===== src/rtl/multicycle_datapath_if.sv =====
// Instruction and data memory bus for multicycle_datapath. Both sides use req/ready:
// a transfer completes on the cycle where req and ready are both high, and the requester holds steady until then.
interface multicycle_datapath_if #(
  parameter int DATA_W = 24,
  parameter int ADDR_W = 24
);
  logic              imem_req;
  logic [ADDR_W-1:0] imem_addr;
  logic [23:0]       imem_rdata;
  logic              imem_ready;

  logic              dmem_req;
  logic              dmem_we;
  logic [ADDR_W-1:0] dmem_addr;
  logic [DATA_W-1:0] dmem_wdata;
  logic [DATA_W-1:0] dmem_rdata;
  logic              dmem_ready;

  modport master (
    output imem_req, imem_addr,
    input  imem_rdata, imem_ready,
    output dmem_req, dmem_we, dmem_addr, dmem_wdata,
    input  dmem_rdata, dmem_ready
  );

  modport slave (
    input  imem_req, imem_addr,
    output imem_rdata, imem_ready,
    input  dmem_req, dmem_we, dmem_addr, dmem_wdata,
    output dmem_rdata, dmem_ready
  );
endinterface


===== src/rtl/multicycle_datapath.sv =====
// Multi-cycle 24-bit-ISA CPU datapath (fetch/decode/exec/mem/wb); CPU_PERF_CNT_EN adds cycle/retired counters.
// Latency with zero-wait memory: R/ADDI 4, LW 5, SW 4, branch/jump/illegal 3 cycles.
// Backpressure: FETCH and MEM hold every request output steady until the memory raises ready.
module multicycle_datapath #(
  parameter int DATA_W   = 24,
  parameter int ADDR_W   = 24,
  parameter int PC_STEP  = 3,
  parameter int RESET_PC = 10
) (
  input  logic                 Clock,
  input  logic                 Reset_n,
  multicycle_datapath_if.master bus,
  output logic [ADDR_W-1:0]    pc,
  output logic                 halted,
  output logic                 illegal,
  output logic [31:0]          cycle_cnt,
  output logic [31:0]          retired_cnt
);

  typedef enum logic [2:0] {
    S_FETCH,
    S_DECODE,
    S_EXEC,
    S_MEM,
    S_WB,
    S_HALTED
  } state_t;

  localparam logic [3:0] OP_RTYPE = 4'd0;
  localparam logic [3:0] OP_ADDI  = 4'd1;
  localparam logic [3:0] OP_LW    = 4'd2;
  localparam logic [3:0] OP_SW    = 4'd3;
  localparam logic [3:0] OP_BEQ   = 4'd4;
  localparam logic [3:0] OP_BNE   = 4'd5;
  localparam logic [3:0] OP_JUMP  = 4'd6;
  localparam logic [3:0] OP_HALT  = 4'd15;

  localparam int JW = (ADDR_W > 20) ? ADDR_W : 20;

  state_t            state, state_nxt;
  logic [23:0]       ir;
  logic [DATA_W-1:0] a_q, b_q, alu_q, mdr_q;
  logic [DATA_W-1:0] rf [16];

  logic [3:0]        opcode, rs, rt, rd, funct;
  logic [DATA_W-1:0] imm_d, alu_res, rd_rs, rd_rt, wb_dat;
  logic [ADDR_W-1:0] imm_a, step_a, pc_inc, br_tgt, jmp_tgt, pc_nxt;
  logic [JW-1:0]     jt_w;
  logic [3:0]        wb_idx;
  logic              funct_bad, illegal_instr;
  logic              imem_req_c, dmem_req_c, dmem_we_c, pc_ld;

  assign opcode = ir[23:20];
  assign rs     = ir[19:16];
  assign rt     = ir[15:12];
  assign rd     = ir[11:8];
  assign funct  = ir[3:0];

  assign imm_d   = {{(DATA_W-12){ir[11]}}, ir[11:0]};
  assign imm_a   = {{(ADDR_W-12){ir[11]}}, ir[11:0]};
  assign step_a  = ADDR_W'(PC_STEP);
  assign pc_inc  = pc + step_a;
  // Offset arithmetic stays in ADDR_W bits so the target wraps modulo 2^ADDR_W.
  assign br_tgt  = pc_inc + imm_a * step_a;
  assign jt_w    = JW'(ir[19:0]) * JW'(PC_STEP);
  assign jmp_tgt = jt_w[ADDR_W-1:0];

  assign rd_rs  = (rs == 4'd0) ? '0 : rf[rs];
  assign rd_rt  = (rt == 4'd0) ? '0 : rf[rt];
  assign wb_idx = (opcode == OP_RTYPE) ? rd : rt;
  assign wb_dat = (opcode == OP_LW) ? mdr_q : alu_q;

  always_comb begin
    alu_res   = a_q + imm_d;
    funct_bad = 1'b0;
    if (opcode == OP_RTYPE) begin
      case (funct)
        4'd0:    alu_res = a_q + b_q;
        4'd1:    alu_res = a_q - b_q;
        4'd2:    alu_res = a_q & b_q;
        4'd3:    alu_res = a_q | b_q;
        4'd4:    alu_res = a_q ^ b_q;
        4'd5:    alu_res = {{(DATA_W-1){1'b0}}, ($signed(a_q) < $signed(b_q))};
        4'd6:    alu_res = a_q << b_q[4:0];
        4'd7:    alu_res = a_q >> b_q[4:0];
        default: begin
          alu_res   = '0;
          funct_bad = 1'b1;
        end
      endcase
    end
  end

  assign illegal_instr = (opcode >= 4'd7 && opcode <= 4'd14) || funct_bad;

  always_ff @(posedge Clock) begin
    if (!Reset_n) state <= S_FETCH;
    else          state <= state_nxt;
  end

  always_comb begin
    state_nxt  = state;
    imem_req_c = 1'b0;
    dmem_req_c = 1'b0;
    dmem_we_c  = 1'b0;
    pc_ld      = 1'b0;
    pc_nxt     = pc_inc;
    case (state)
      S_FETCH: begin
        imem_req_c = 1'b1;
        if (bus.imem_ready) state_nxt = S_DECODE;
      end
      S_DECODE: state_nxt = S_EXEC;
      S_EXEC: begin
        if (illegal_instr) begin
          pc_ld     = 1'b1;
          state_nxt = S_FETCH;
        end else begin
          case (opcode)
            OP_RTYPE, OP_ADDI: state_nxt = S_WB;
            OP_LW, OP_SW:      state_nxt = S_MEM;
            OP_BEQ: begin
              pc_ld     = 1'b1;
              pc_nxt    = (a_q == b_q) ? br_tgt : pc_inc;
              state_nxt = S_FETCH;
            end
            OP_BNE: begin
              pc_ld     = 1'b1;
              pc_nxt    = (a_q != b_q) ? br_tgt : pc_inc;
              state_nxt = S_FETCH;
            end
            OP_JUMP: begin
              pc_ld     = 1'b1;
              pc_nxt    = jmp_tgt;
              state_nxt = S_FETCH;
            end
            OP_HALT: state_nxt = S_HALTED;
            default: state_nxt = S_FETCH;
          endcase
        end
      end
      S_MEM: begin
        dmem_req_c = 1'b1;
        dmem_we_c  = (opcode == OP_SW);
        if (bus.dmem_ready) begin
          if (opcode == OP_SW) begin
            pc_ld     = 1'b1;
            state_nxt = S_FETCH;
          end else begin
            state_nxt = S_WB;
          end
        end
      end
      S_WB: begin
        pc_ld     = 1'b1;
        state_nxt = S_FETCH;
      end
      S_HALTED: state_nxt = S_HALTED;
      default:  state_nxt = S_FETCH;
    endcase
  end

  // Requests are masked while reset is asserted so an in-flight access is dropped immediately.
  assign bus.imem_req   = imem_req_c && Reset_n;
  assign bus.dmem_req   = dmem_req_c && Reset_n;
  assign bus.dmem_we    = dmem_we_c;
  assign bus.imem_addr  = pc;
  assign bus.dmem_addr  = ADDR_W'(alu_q);
  assign bus.dmem_wdata = b_q;
  assign halted         = (state == S_HALTED);

  always_ff @(posedge Clock) begin
    if (!Reset_n) begin
      pc      <= ADDR_W'(RESET_PC);
      ir      <= '0;
      a_q     <= '0;
      b_q     <= '0;
      alu_q   <= '0;
      mdr_q   <= '0;
      illegal <= 1'b0;
      for (int i = 0; i < 16; i++) rf[i] <= '0;
    end else begin
      if (state == S_FETCH && bus.imem_ready) ir <= bus.imem_rdata;
      if (state == S_DECODE) begin
        a_q <= rd_rs;
        b_q <= rd_rt;
      end
      if (state == S_EXEC) begin
        alu_q <= alu_res;
        if (illegal_instr) illegal <= 1'b1;
      end
      if (state == S_MEM && bus.dmem_ready && opcode == OP_LW) mdr_q <= bus.dmem_rdata;
      if (state == S_WB && wb_idx != 4'd0) rf[wb_idx] <= wb_dat;
      if (pc_ld) pc <= pc_nxt;
    end
  end

`ifdef CPU_PERF_CNT_EN
  logic [31:0] cyc_q, ret_q;
  logic        retire;

  // Every completion except HALT also loads the PC, so pc_ld marks retirement.
  assign retire = pc_ld || (state == S_EXEC && opcode == OP_HALT);

  always_ff @(posedge Clock) begin
    if (!Reset_n) begin
      cyc_q <= '0;
      ret_q <= '0;
    end else begin
      if (state != S_HALTED) cyc_q <= cyc_q + 32'd1;
      if (retire)            ret_q <= ret_q + 32'd1;
    end
  end

  assign cycle_cnt   = cyc_q;
  assign retired_cnt = ret_q;
`else
  assign cycle_cnt   = '0;
  assign retired_cnt = '0;
`endif

endmodule


===== src/flat_wrapper.sv =====
// flat-port wrapper written by rule: the top's interface ports become plain ports
module multicycle_datapath_flat 
#(
  parameter int DATA_W   = 24,
  parameter int ADDR_W   = 24,
  parameter int PC_STEP  = 3,
  parameter int RESET_PC = 10
)
  (Clock, Reset_n, pc, halted, illegal, cycle_cnt, retired_cnt, bus_imem_req, bus_imem_addr, bus_imem_rdata, bus_imem_ready, bus_dmem_req, bus_dmem_we, bus_dmem_addr, bus_dmem_wdata, bus_dmem_rdata, bus_dmem_ready);
  multicycle_datapath_if #(.DATA_W(DATA_W), .ADDR_W(ADDR_W)) bus_i ();
  input  logic Clock;
  input  logic Reset_n;
  output logic [ADDR_W-1:0] pc;
  output logic halted;
  output logic illegal;
  output logic [31:0] cycle_cnt;
  output logic [31:0] retired_cnt;
  output wire logic [$bits(bus_i.imem_req)-1:0] bus_imem_req;
  output wire logic [$bits(bus_i.imem_addr)-1:0] bus_imem_addr;
  input wire logic [$bits(bus_i.imem_rdata)-1:0] bus_imem_rdata;
  input wire logic [$bits(bus_i.imem_ready)-1:0] bus_imem_ready;
  output wire logic [$bits(bus_i.dmem_req)-1:0] bus_dmem_req;
  output wire logic [$bits(bus_i.dmem_we)-1:0] bus_dmem_we;
  output wire logic [$bits(bus_i.dmem_addr)-1:0] bus_dmem_addr;
  output wire logic [$bits(bus_i.dmem_wdata)-1:0] bus_dmem_wdata;
  input wire logic [$bits(bus_i.dmem_rdata)-1:0] bus_dmem_rdata;
  input wire logic [$bits(bus_i.dmem_ready)-1:0] bus_dmem_ready;
  assign bus_imem_req = bus_i.imem_req;
  assign bus_imem_addr = bus_i.imem_addr;
  assign bus_i.imem_rdata = bus_imem_rdata;
  assign bus_i.imem_ready = bus_imem_ready;
  assign bus_dmem_req = bus_i.dmem_req;
  assign bus_dmem_we = bus_i.dmem_we;
  assign bus_dmem_addr = bus_i.dmem_addr;
  assign bus_dmem_wdata = bus_i.dmem_wdata;
  assign bus_i.dmem_rdata = bus_dmem_rdata;
  assign bus_i.dmem_ready = bus_dmem_ready;
  multicycle_datapath #(.DATA_W(DATA_W), .ADDR_W(ADDR_W), .PC_STEP(PC_STEP), .RESET_PC(RESET_PC)) u_core (.Clock(Clock), .Reset_n(Reset_n), .bus(bus_i), .pc(pc), .halted(halted), .illegal(illegal), .cycle_cnt(cycle_cnt), .retired_cnt(retired_cnt));
endmodule

===== config.mk =====
export PLATFORM = sky130hd
export DESIGN_NAME = multicycle_datapath_flat
export DESIGN_NICKNAME = d
export VERILOG_FILES = /design/src/rtl/multicycle_datapath_if.sv /design/src/rtl/multicycle_datapath.sv /design/src/flat_wrapper.sv
export SDC_FILE = /design/constraint.sdc
export NUM_CORES = 1
export LEC_CHECK = 0
export ABC_CLOCK_PERIOD_IN_PS = 5000
export CAP_MARGIN = 20
export CORE_MARGIN = 5
export CORE_UTILIZATION = 60
export DETAILED_ROUTE_END_ITERATION = 8
export GPL_TIMING_DRIVEN = 0
export PLACE_DENSITY_LB_ADDON = 0.12
export RECOVER_POWER = 100
export SLEW_MARGIN = 30
export SYNTH_ARGS = -nofsm -noshare
export SYNTH_HDL_FRONTEND = slang
export SYNTH_SLANG_ARGS = --single-unit

===== constraint.sdc =====
create_clock -name Clock -period 5 [get_ports Clock]
set_input_delay 1.25 -clock Clock [delete_from_list [all_inputs] [get_ports Clock]]
set_output_delay 1.25 -clock Clock [all_outputs]
set_load 0.01 [all_outputs]

==> run summary <==
DP Area: 39040 um^2
Flop2flop setup slack: 0.02 ns
Vias per cell: 7.143
Row count: 89
First-pass GRT wire length: 205.0 mm
Non-Filler Instances: 4517
Most frequent cells in the layout: 571 x nor2_1, 384 x edfxtp_1, 275 x mux4_2
EDFF count, synth: 384
Routed wire length: 143.6 mm
Area delta synth->final: 13.90%
Largest net degree at the start of global routing: 25
Area share of the largest cell type after synthesis: 32.10%
Post-Syn Instances: 3373
Slew headroom: -45.79%
Synth area leaders: edfxtp_1 32%, mux4_2 17%, dfxtp_1 8.7%
CTS max path bufs: 3
HP Class: flop to flop
Synthesis-stage register bit count: 540
FF-to-FF path depth: 8
Async set or reset register ratio after synthesis: 0%
Switching Share: 31.59%
Netlist cell types: 78
DIE WIDTH: 254.7 um
Peak supply drop: 0.3953 mV
Final Util: 69.20%
PnR Total Power: 12.14 mW
Die Height: 254.7 um
WL per Instance: 31.78 um
Crit share post-route: 99.63%
Worst-Margin Slew: 2.187 ns
Vias in the first global route: 31460
Clk slew on worst S/H paths: 0.06 ns
Min cycle time layout: 4.982 ns
Leak: 14.81 nW
Inst Count DP: 4395
RR Startpoint: u_core.ir[21]
Vias: 32260
Pre-CTS setup slack: -0.4801 ns
CP max-delay cell: mux2i_1
Synth area leader: edfxtp_1
Initial Util: 60.75%
Core area: 59130 um^2
Layout cell share with drive strength beyond 1: 15.04%
Reg2Reg Capture Point: u_core.rf[5][0]
Count of maximum capacitance violations: 3
Synthesized cell area: 35920 um^2
DR pass1 iterations: 6
Final setup fails: 0
Overall Global Routing Usage: 43.03%
Post-route ant nets: 0
Crit-path cells: clkbuf_1, clkbuf_1, and3_1, clkbuf_1, clkbuf_1, mux2i_1, clkbuf_1, nor2_1
Post-DP HPWL: 105.1 mm
Power per Cell Area: 296.6 nW/um^2
Crit path to: u_core.rf[5][0]
Crit path max fanout: 10
WP data required: 5.37 ns
Crit. End Element: flop
H-tree lvl count: 2
Root Buffer: clkbuf_16
Outcome: finished, violations left
Share of power burned in combinational logic: 22.9%
Register share of total power: 42.9%
Worst skew pair latency: 0.65 ns
Grt ovf: 0
Most common cell after layout, fill and taps aside: nor2_1
CTS Buf Count: 57
Hold depth: 2
Top Ports: 217
Final instance area: 40920 um^2
Critical path's most frequent cell: clkbuf_1
WP data arrival: 5.35 ns
Prevailing post-synth register cell: edfxtp_1
CTS tree: built
Die Area: 64870 um^2
Nets: 3918
Port Buffers: 152
Slew Viols, Final: 75
Fill count: 4260
Register area share after synthesis: 40.79%
CTS Sinks: 540
Syn avg cell area: 10.65 um^2
Pint: 8.302 mW
# DRC: 0
Fin Clk Skew: 0.05541 ns
Final worst setup slack: 0.01843 ns
P_sw: 3.834 mW
RSZ-0062 raised after global routing: yes
Worst path max stage delay: 1.17 ns
Fmax: 200.7 MHz
DR iter-0 viols: 5185
Placer Congestion: 1.074
Failing checks: capacitance limit, slew limit
Crit path launch: u_core.ir[21]
WS Path Type: flop to flop
Clock Power Share: 34.3%
Hold violation total from the final report: 0
Initial antenna violation count: 5
Yosys warnings: 0
Setup crit start kind: flop
==> how the worst min path moves through the flow <==
stage / start / to / slack (ns)
2_1_floorplan: u_core.mdr_q[0] / u_core.mdr_q[0] / 0.44
3_3_place_gp: u_core.mdr_q[12] / u_core.mdr_q[12] / 0.44
3_5_place_dp: u_core.mdr_q[4] / u_core.mdr_q[4] / 0.45
4_1_cts: u_core.mdr_q[13] / u_core.mdr_q[13] / 0.46
5_1_grt: u_core.mdr_q[13] / u_core.mdr_q[13] / 0.48
6_report: u_core.mdr_q[22] / u_core.mdr_q[22] / 0.46
==> critical path: cells and delay by family (launching register included) <==
family	cells	cell delay [ns]
mux	1	1.17
flops	1	0.31
simple gates	2	0.35
buf+inv	5	2.87
==> cell type report <==
type / count / area (um^2) / area share, %
diodes: 1 / 2.502 / 0.006116
plain buffers: 333 / 1622 / 3.963
clock buffers: 81 / 1577 / 3.853
clock inverters: 26 / 214.0 / 0.5229
inverters: 126 / 478.0 / 1.168
multi-input cells: 2460 / 19670 / 48.08
flip-flops and latches: 540 / 14670 / 35.85
well taps: 773 / 967.2 / 2.364
repair buffers: 177 / 1715 / 4.192
==> state kept, by name (all words and copies together), names as in the netlist, named ones only <==
name and flops:
u_core.rf 384, u_core.a_q 24, u_core.bus.dmem_addr 24, u_core.bus.dmem_wdata 24, u_core.bus.imem_addr 24, u_core.ir 24, u_core.mdr_q 24, u_core.state 3
u_core.illegal 1
==> Yosys cell counts (7+ instances only) <==
master    instances
edfxtp_1        384
a21oi_1         199
ha_1            157
fa_1             14
a221o_1           8
mux2i_1          65
or3_1            20
o31ai_1          13
o22ai_1          23
a31oi_1          23
buf_4            89
inv_1           123
o211ai_1         22
nand3_1          46
a221oi_1         20
clkbuf_1        211
buf_2             8
a21o_1           48
and2_1           11
nand3b_1          7
and3_1           21
nor2_1          572
a211oi_1         27
dfxtp_1         156
nor2b_1          20
xnor2_1          64
nand2b_1         19
a211o_1           9
o221ai_1         24
buf_1            25
nor4_1           10
o21a_1           12
o21bai_1         15
nand4_1          12
mux4_2          275
or2_2             8
o21ai_0         115
nand2_1         243
xor2_1           37
nor3_1           36
a22oi_1          78
==> cell families (layout without fill, tap and decap cells) <==
group / Yosys count / count (layout) / share of synthesized area [%]
adder cells (fa/ha/maj): 171 / 171 / 6.248
XOR/XNOR: 101 / 101 / 2.462
buffers and inverters: 460 / 743 / 5.768
flip-flops: 540 / 540 / 40.79
AND/OR/NAND/NOR: 1046 / 1046 / 12.41
multiplexers: 345 / 345 / 19.21
AO/OA/AOI/OAI: 709 / 709 / 13.10
other: 1 / 89 / 0.01044
==> power groups by stage <==
| stage | sequential [mW] | clock, mW | combinational (mW) |
|---|---|---|---|
| final | 5.20 | 4.16 | 2.78 |
| after global routing | 5.20 | 4.31 | 2.89 |
| after CTS | 5.18 | 4.11 | 2.68 |
| after detailed placement | 5.27 | 0 | 2.65 |
| after global placement | 5.25 | 0 | 2.57 |
| after floorplan | 5.17 | 0 | 1.74 |
==> stage by stage <==
step | hold slack (ns) | setup TNS (ns)
2_1_floorplan | 0.4360 | 0
3_3_place_gp | 0.4449 | -61.62
3_5_place_dp | 0.4532 | -3.135
4_1_cts | 0.4645 | -0.005210
5_1_grt | 0.4840 | -0.1862
6_report | 0.4638 | 0
==> repair_timing <==
item	4_1_cts	5_1_grt
hold buffers	0	0
pin swaps	4	16
setup buffers	3	12
gates resized for setup	17	26
endpoints found under the setup margin	11	25
==> layer usage <==
layer  track usage (%)  up-vias  wire, um
li1                  -    13080         -
met1             54.42    15380     48140
met2             64.00     3017     61800
met3             15.43      783     22060
met4             25.97        4     11510
met5                 0        -        42
Power figures use the tool's default switching activity.
